===== src/rtl/iarray_pkg.sv =====
// Shared definitions for the wrapped dual-port array family: read-engine FSM states,
// a constant clog2 helper and the default array read latency.
package iarray_pkg;

   localparam int IARRAY_RDLAT = 3;

   typedef enum logic [1:0] {
      IDLE  = 2'd0,
      ISSUE = 2'd1,
      DRAIN = 2'd2
   } rdeng_state_e;

   function automatic int clog2(input int value);
      int result;
      result = 0;
      while ((2 ** result) < value) begin
         result = result + 1;
      end
      return result;
   endfunction

endpackage


===== src/rtl/iarray_rdeng_fifo.sv =====
// First-word-fall-through skid FIFO for the read engine; the head entry is visible on
// rd_data whenever vld is high, and count reports the current occupancy.
module iarray_rdeng_fifo #(
   parameter int DW = 33,
   parameter int AW = 2
) (
   input  logic          clk,
   input  logic          rst,
   input  logic          wr_en,
   input  logic [DW-1:0] wr_data,
   input  logic          rd_en,
   output logic [DW-1:0] rd_data,
   output logic          vld,
   output logic [AW:0]   count
);

   localparam int DEPTH = 2 ** AW;

   logic [DW-1:0] mem_q [DEPTH];
   logic [DW-1:0] mem_d [DEPTH];
   logic [AW-1:0] wr_ptr_q, wr_ptr_d;
   logic [AW-1:0] rd_ptr_q, rd_ptr_d;
   logic [AW:0]   count_q, count_d;
   logic          pop_s;

   assign vld     = (count_q != {(AW + 1){1'b0}});
   assign rd_data = mem_q[rd_ptr_q];
   assign count   = count_q;
   assign pop_s   = rd_en & vld;

   // next-state for storage, pointers and occupancy
   always_comb begin
      mem_d    = mem_q;
      wr_ptr_d = wr_ptr_q;
      rd_ptr_d = rd_ptr_q;
      count_d  = count_q;
      if (wr_en) begin
         mem_d[wr_ptr_q] = wr_data;
         wr_ptr_d        = wr_ptr_q + AW'(1);
      end else begin
         wr_ptr_d = wr_ptr_q;
      end
      if (pop_s) begin
         rd_ptr_d = rd_ptr_q + AW'(1);
      end else begin
         rd_ptr_d = rd_ptr_q;
      end
      case ({wr_en, pop_s})
         2'b10:   count_d = count_q + (AW + 1)'(1);
         2'b01:   count_d = count_q - (AW + 1)'(1);
         default: count_d = count_q;
      endcase
   end

   // state registers
   always_ff @(posedge clk) begin
      if (rst) begin
         for (int i = 0; i < DEPTH; i++) begin
            mem_q[i] <= {DW{1'b0}};
         end
         wr_ptr_q <= {AW{1'b0}};
         rd_ptr_q <= {AW{1'b0}};
         count_q  <= {(AW + 1){1'b0}};
      end else begin
         mem_q    <= mem_d;
         wr_ptr_q <= wr_ptr_d;
         rd_ptr_q <= rd_ptr_d;
         count_q  <= count_d;
      end
   end

endmodule


===== src/rtl/iarray_rdeng.sv =====
// Streaming burst read engine for the wrapped dual-port arrays.
// Optional parity check on returned words: define IARRAY_RDENG_PARITY_EN.
module iarray_rdeng
   import iarray_pkg::*;
#(
   parameter int ADDRBIT = 9,
   parameter int WIDTH   = 32,
   parameter int RDLAT   = IARRAY_RDLAT,
   parameter int SKIDBIT = 2
) (
   input  logic               clk,
   input  logic               rst,
   input  logic               cmd_vld,
   output logic               cmd_rdy,
   input  logic [ADDRBIT-1:0] cmd_addr,
   input  logic [ADDRBIT-1:0] cmd_len,
   output logic [ADDRBIT-1:0] ara,
   output logic               are,
   input  logic [WIDTH-1:0]   ado,
   output logic               dat_vld,
   input  logic               dat_rdy,
   output logic [WIDTH-1:0]   dat,
   output logic               dat_last,
   output logic               busy,
   output logic               perr
);

   localparam int DEPTH = 2 ** SKIDBIT;
   localparam int CW    = clog2(DEPTH + RDLAT + 2) + 1;

   rdeng_state_e       state_q, state_d;
   logic [ADDRBIT-1:0] rd_addr_q, rd_addr_d;
   logic [ADDRBIT-1:0] remaining_q, remaining_d;
   logic [ADDRBIT-1:0] ara_q, ara_d;
   logic               are_q, are_d;
   logic               are_last_q, are_last_d;
   logic               busy_q, busy_d;
   logic [RDLAT-1:0]   pipe_vld_q, pipe_vld_d;
   logic [RDLAT-1:0]   pipe_last_q, pipe_last_d;

   logic [SKIDBIT:0]   fifo_count_s;
   logic               fifo_vld_s;
   logic [WIDTH:0]     fifo_head_s;
   logic               pop_s;
   logic               issue_s;
   logic               credit_ok_s;
   logic [CW-1:0]      inflight_s;
   logic [CW-1:0]      occ_s;
   logic [ADDRBIT-1:0] cur_addr_s;
   logic [ADDRBIT-1:0] cur_rem_s;

   assign pop_s    = fifo_vld_s & dat_rdy;
   assign cmd_rdy  = (state_q == IDLE) & ~rst;
   assign ara      = ara_q;
   assign are      = are_q;
   assign busy     = busy_q;
   assign dat_vld  = fifo_vld_s;
   assign dat      = fifo_vld_s ? fifo_head_s[WIDTH-1:0] : {WIDTH{1'b0}};
   assign dat_last = fifo_vld_s & fifo_head_s[WIDTH];

   // slot accounting: reads in the are stage and the latency pipe each own a FIFO slot
   // reserved up front; a pop this cycle frees one, so issue may use it immediately
   always_comb begin
      inflight_s = CW'(are_q);
      for (int i = 0; i < RDLAT; i++) begin
         inflight_s = inflight_s + CW'(pipe_vld_q[i]);
      end
      occ_s       = CW'(fifo_count_s) + inflight_s - CW'(pop_s);
      credit_ok_s = (occ_s < CW'(DEPTH));
   end

   // latency pipe advance
   always_comb begin
      pipe_vld_d     = pipe_vld_q;
      pipe_last_d    = pipe_last_q;
      pipe_vld_d[0]  = are_q;
      pipe_last_d[0] = are_last_q;
      for (int i = 1; i < RDLAT; i++) begin
         pipe_vld_d[i]  = pipe_vld_q[i-1];
         pipe_last_d[i] = pipe_last_q[i-1];
      end
   end

   // FSM next state and read issue; the accepting cycle already issues the first read
   // so the registered are appears in the cycle straight after the command
   always_comb begin
      state_d     = state_q;
      rd_addr_d   = rd_addr_q;
      remaining_d = remaining_q;
      ara_d       = ara_q;
      are_d       = 1'b0;
      are_last_d  = 1'b0;
      busy_d      = busy_q;
      issue_s     = 1'b0;
      cur_addr_s  = rd_addr_q;
      cur_rem_s   = remaining_q;
      case (state_q)
         IDLE: begin
            if (cmd_vld) begin
               issue_s    = 1'b1;
               cur_addr_s = cmd_addr;
               cur_rem_s  = cmd_len;
               busy_d     = 1'b1;
            end else begin
               issue_s = 1'b0;
            end
         end
         ISSUE: begin
            issue_s = credit_ok_s;
         end
         DRAIN: begin
            if (pop_s && fifo_head_s[WIDTH]) begin
               state_d = IDLE;
               busy_d  = 1'b0;
            end else begin
               state_d = DRAIN;
            end
         end
         default: begin
            state_d = IDLE;
         end
      endcase
      if (issue_s) begin
         ara_d       = cur_addr_s;
         are_d       = 1'b1;
         are_last_d  = (cur_rem_s == {ADDRBIT{1'b0}});
         rd_addr_d   = cur_addr_s + ADDRBIT'(1);
         remaining_d = cur_rem_s - ADDRBIT'(1);
         state_d     = (cur_rem_s == {ADDRBIT{1'b0}}) ? DRAIN : ISSUE;
      end else begin
         are_d = 1'b0;
      end
   end

   // state registers
   always_ff @(posedge clk) begin
      if (rst) begin
         state_q     <= IDLE;
         rd_addr_q   <= {ADDRBIT{1'b0}};
         remaining_q <= {ADDRBIT{1'b0}};
         ara_q       <= {ADDRBIT{1'b0}};
         are_q       <= 1'b0;
         are_last_q  <= 1'b0;
         busy_q      <= 1'b0;
         pipe_vld_q  <= {RDLAT{1'b0}};
         pipe_last_q <= {RDLAT{1'b0}};
      end else begin
         state_q     <= state_d;
         rd_addr_q   <= rd_addr_d;
         remaining_q <= remaining_d;
         ara_q       <= ara_d;
         are_q       <= are_d;
         are_last_q  <= are_last_d;
         busy_q      <= busy_d;
         pipe_vld_q  <= pipe_vld_d;
         pipe_last_q <= pipe_last_d;
      end
   end

   iarray_rdeng_fifo #(
      .DW (WIDTH + 1),
      .AW (SKIDBIT)
   ) u_fifo (
      .clk     (clk),
      .rst     (rst),
      .wr_en   (pipe_vld_q[RDLAT-1]),
      .wr_data ({pipe_last_q[RDLAT-1], ado}),
      .rd_en   (pop_s),
      .rd_data (fifo_head_s),
      .vld     (fifo_vld_s),
      .count   (fifo_count_s)
   );

`ifdef IARRAY_RDENG_PARITY_EN
   function automatic logic parity_bad(input logic [WIDTH-1:0] word);
      return ^word;
   endfunction

   logic perr_q, perr_d;

   assign perr = perr_q;

   // sticky flag: any word entering the FIFO with odd overall parity
   always_comb begin
      if (pipe_vld_q[RDLAT-1] && parity_bad(ado)) begin
         perr_d = 1'b1;
      end else begin
         perr_d = perr_q;
      end
   end

   // parity flag register
   always_ff @(posedge clk) begin
      if (rst) begin
         perr_q <= 1'b0;
      end else begin
         perr_q <= perr_d;
      end
   end
`else
   assign perr = 1'b0;
`endif

endmodule


===== config.mk =====
export PLATFORM = sky130hd
export DESIGN_NAME = iarray_rdeng
export DESIGN_NICKNAME = d
export VERILOG_FILES = /design/src/rtl/iarray_pkg.sv /design/src/rtl/iarray_rdeng_fifo.sv /design/src/rtl/iarray_rdeng.sv
export SDC_FILE = /design/constraint.sdc
export NUM_CORES = 1
export LEC_CHECK = 0
export ABC_CLOCK_PERIOD_IN_PS = 4800
export CAP_MARGIN = 25
export CORE_UTILIZATION = 55
export CTS_BUF_LIST = sky130_fd_sc_hd__clkbuf_8
export DETAILED_ROUTE_END_ITERATION = 8
export GPL_ROUTABILITY_DRIVEN = 0
export HOLD_SLACK_MARGIN = 0.06
export PLACE_DENSITY_LB_ADDON = 0.2
export RECOVER_POWER = 100
export SLEW_MARGIN = 0
export SYNTH_ARGS = -nofsm -noshare
export SYNTH_HDL_FRONTEND = slang
export SYNTH_SLANG_ARGS = --single-unit

===== constraint.sdc =====
create_clock -name clk -period 4.8 [get_ports clk]
set_input_delay 0.72 -clock clk [delete_from_list [all_inputs] [get_ports clk]]
set_output_delay 0.72 -clock clk [all_outputs]
set_load 0.02 [all_outputs]

==> flow_summary.ini <==
[run_status]
status = complete, but fails checks
failed_checks = design-rule violations, max-capacitance violations, max-slew violations

[placement]
io_buffer_count = 99
pre_cts_slack_ps = 605
dp_hpwl_um = 12200

[clock_tree]
clockBufferDepth = 2
post_cts_buffers = 0
cts_made_buffers = 17
htree_levels = 4
cts_tree = yes
cts-resized-gates = 0
clock_latency_ps = 470
numClockSinks = 177
root_buffer = clkbuf_8
ctsHoldBuffers = 0
clk_pin_slew_worst_paths_ps = 90

[synth]
ys_seq_area_frac = 0.427
synth_seq_cells = 177
synth_compound_area_frac = 0.146
async_flop_share = 0
synth_adder_area_share = 0.0259
syn_inst = 991
synth_top_area_frac = 0.427
synth_area_leaders = dfxtp_1 43%, nand2_1 14%, mux4_2 9.0%, a21oi_1 8.8%, and2_1 2.9%
synth.mux.area_fraction = 0.0968
yosys.area.top_type = dfxtp_1
synth_top_family_by_area = simple AND/OR/NAND/NOR gates
yosys.area_share.simple = 0.232
synth_edf_count = 0
synth.distinct_cells = 59
syn_area_per_cell_um2 = 8.37
yosys_warnings = 0
syn_nets = 1061
netlist_area_um2 = 8300
synth_xor_area_frac = 0.0190
synth_flop_cell = dfxtp_1

[floorplanning]
core_um2 = 14600
ioPinCount = 101
initial_core_util = 0.567
chipHeight_um = 125
rows = 44
dieArea_um2 = 15600
die_x_um = 125

[routing]
drtAntennaViolNets = 0
drt_iter0_markers = 616
vias = 7141
routed_wl_um = 20000
routedWlPerCell_um = 16.0
drtPass1Iterations = 7
via_per_inst = 5.72
drcViolationCount = 10

[finish]
final_common_cell = nand2_1
syn2layout_area_growth_pct = 17.3
n_antenna_cell = 0
layout.nets = 1122
n_fill_cell = 1257
layout_common_cells = 300 x nand2_1, 176 x dfxtp_1, 147 x a21oi_1, 81 x clkdlybuf4s50_1, 35 x nor2_1
drive_gt1_frac = 0.0864

[worst_setup_path]
cp.required_ps = 5170
cp.arrival_ps = 4520
end_kind = flip-flop
crit_fanout = 26
path_class = reg -> reg
critPathLaunchType = flip-flop

[timing]
slew_headroom = -0.537
hold_violations = 0
setup_ws_ps = 654
setup_tns_ps = 0
fin_crit_ps = 4150
report.final.slew_viol_count = 161
setup_viol = 0
finalClockSkew_ps = 15.8
fmax_mhz = 241
tightest_slew_ps = 2310
timing.final.crit_share = 0.864
rsz0062_at_grt = false

[grt]
antenna_found_initial = 0
grt_max_degree = 77
grt_pass1_wl_um = 34000
grt_overflow = 0
grt_pass1_vias = 6966
grt_usage = 0.271

[pwr]
irDropWorstVdd_v = 0.000303
leakagePower_nw = 3.23
power_density_nw_per_um2 = 372

[run]
drv_cap = 3

[hold_path]
min_path_type = reg -> reg
-- kinds of logic after synthesis --
| family | count (synthesis) |
|---|---|
| and+or+nand+nor | 440 |
| muxes | 39 |
| xor gates and xnor gates | 18 |
| other | 1 |
| buffers and inverters | 93 |
| adders and majority gates | 16 |
| DFF | 177 |
| AOI/OAI and AO/OA | 207 |
-- worst max-delay path, cell delays in order, from the launching register on --
cell	delay (ps)
dfxtp_1	420
or3_1	420
and2_0	240
ha_1	320
fa_1	490
inv_1	40
ha_1	280
a21o_2	210
a2111oi_4	420
a21o_1	730
a311oi_1	200
nor4_1	280
-- per-stage QoR --
stage | instance area (um2) | total power [mW] | hold WS, ps | util | cells
2_1_floorplan | 8300 | 2.29 | 414 | - | 991
3_3_place_gp | 9290 | 2.53 | 416 | 0.634 | 1216
3_5_place_dp | 9290 | 2.54 | 426 | 0.634 | 1216
4_1_cts | 9730 | 3.66 | 448 | 0.664 | 1248
5_1_grt | 9730 | 3.80 | 472 | 0.665 | 1249
6_report | 9730 | 3.62 | 450 | 0.665 | 1249
-- final cells by class --
| type | instances | area (um2) | share of cell area |
|---|---|---|---|
| Inverter | 18 | 67.6 | 0.00694 |
| Multi-Input combinational cell | 721 | 4320 | 0.444 |
| Timing Repair Buffer | 117 | 1130 | 0.116 |
| Clock inverter | 15 | 208 | 0.0213 |
| Sequential cell | 177 | 3540 | 0.364 |
| Clock buffer | 17 | 234 | 0.0240 |
| Tap cell | 184 | 230 | 0.0237 |
-- Yosys cell counts, drive strengths merged (8+ instances only) --
cell    number
nand2      300
o211ai      11
inv         18
nor2        35
nor3        19
clkbuf      63
dfxtp      177
buf         12
xor2        13
o21ai       11
mux4        33
a311oi      11
ha          14
and2        38
a21oi      147
or3          8
-- final timing paths --
check                          startpoint                           to  slack [ps]  cells past startpoint
max          u_fifo.count[2]$_SDFFE_PP0P_  remaining_q[4]$_SDFFE_PP0P_         650                     11
min             pipe_last_q[1]$_SDFF_PP0_    pipe_last_q[2]$_SDFF_PP0_         450                      1
max reg2reg  u_fifo.count[2]$_SDFFE_PP0P_  remaining_q[4]$_SDFFE_PP0P_         650                     11
min reg2reg     pipe_last_q[1]$_SDFF_PP0_    pipe_last_q[2]$_SDFF_PP0_         450                      1
-- where the power goes --
part	total [mW]	internal, mW	switching (mW)	leakage [nW]
clock network	1.14	0.573	0.563	0.214
registers	1.66	1.56	0.0932	1.43
logic	0.829	0.337	0.493	1.59
-- flip-flops by register name, indices dropped and copies added (netlist names) --
name             count
remaining_q          9
are                  1
u_fifo.count         3
ara                  9
rd_addr_q            9
pipe_vld_q           3
are_last_q           1
pipe_last_q          3
busy                 1
u_fifo.wr_ptr_q      2
state_q              2
u_fifo.rd_ptr_q      2
u_fifo.mem_q       132
-- routing by layer --
layer | global-route usage | up-vias | wire, um
met5 | 0 | - | 0
li1 | - | 3493 | -
met2 | 0.444 | 239 | 9490
met1 | 0.362 | 3386 | 8960
met4 | 0.0961 | 0 | 257
met3 | 0.0464 | 23 | 1280
No activity file was read; power rests on OpenSTA's default activity.
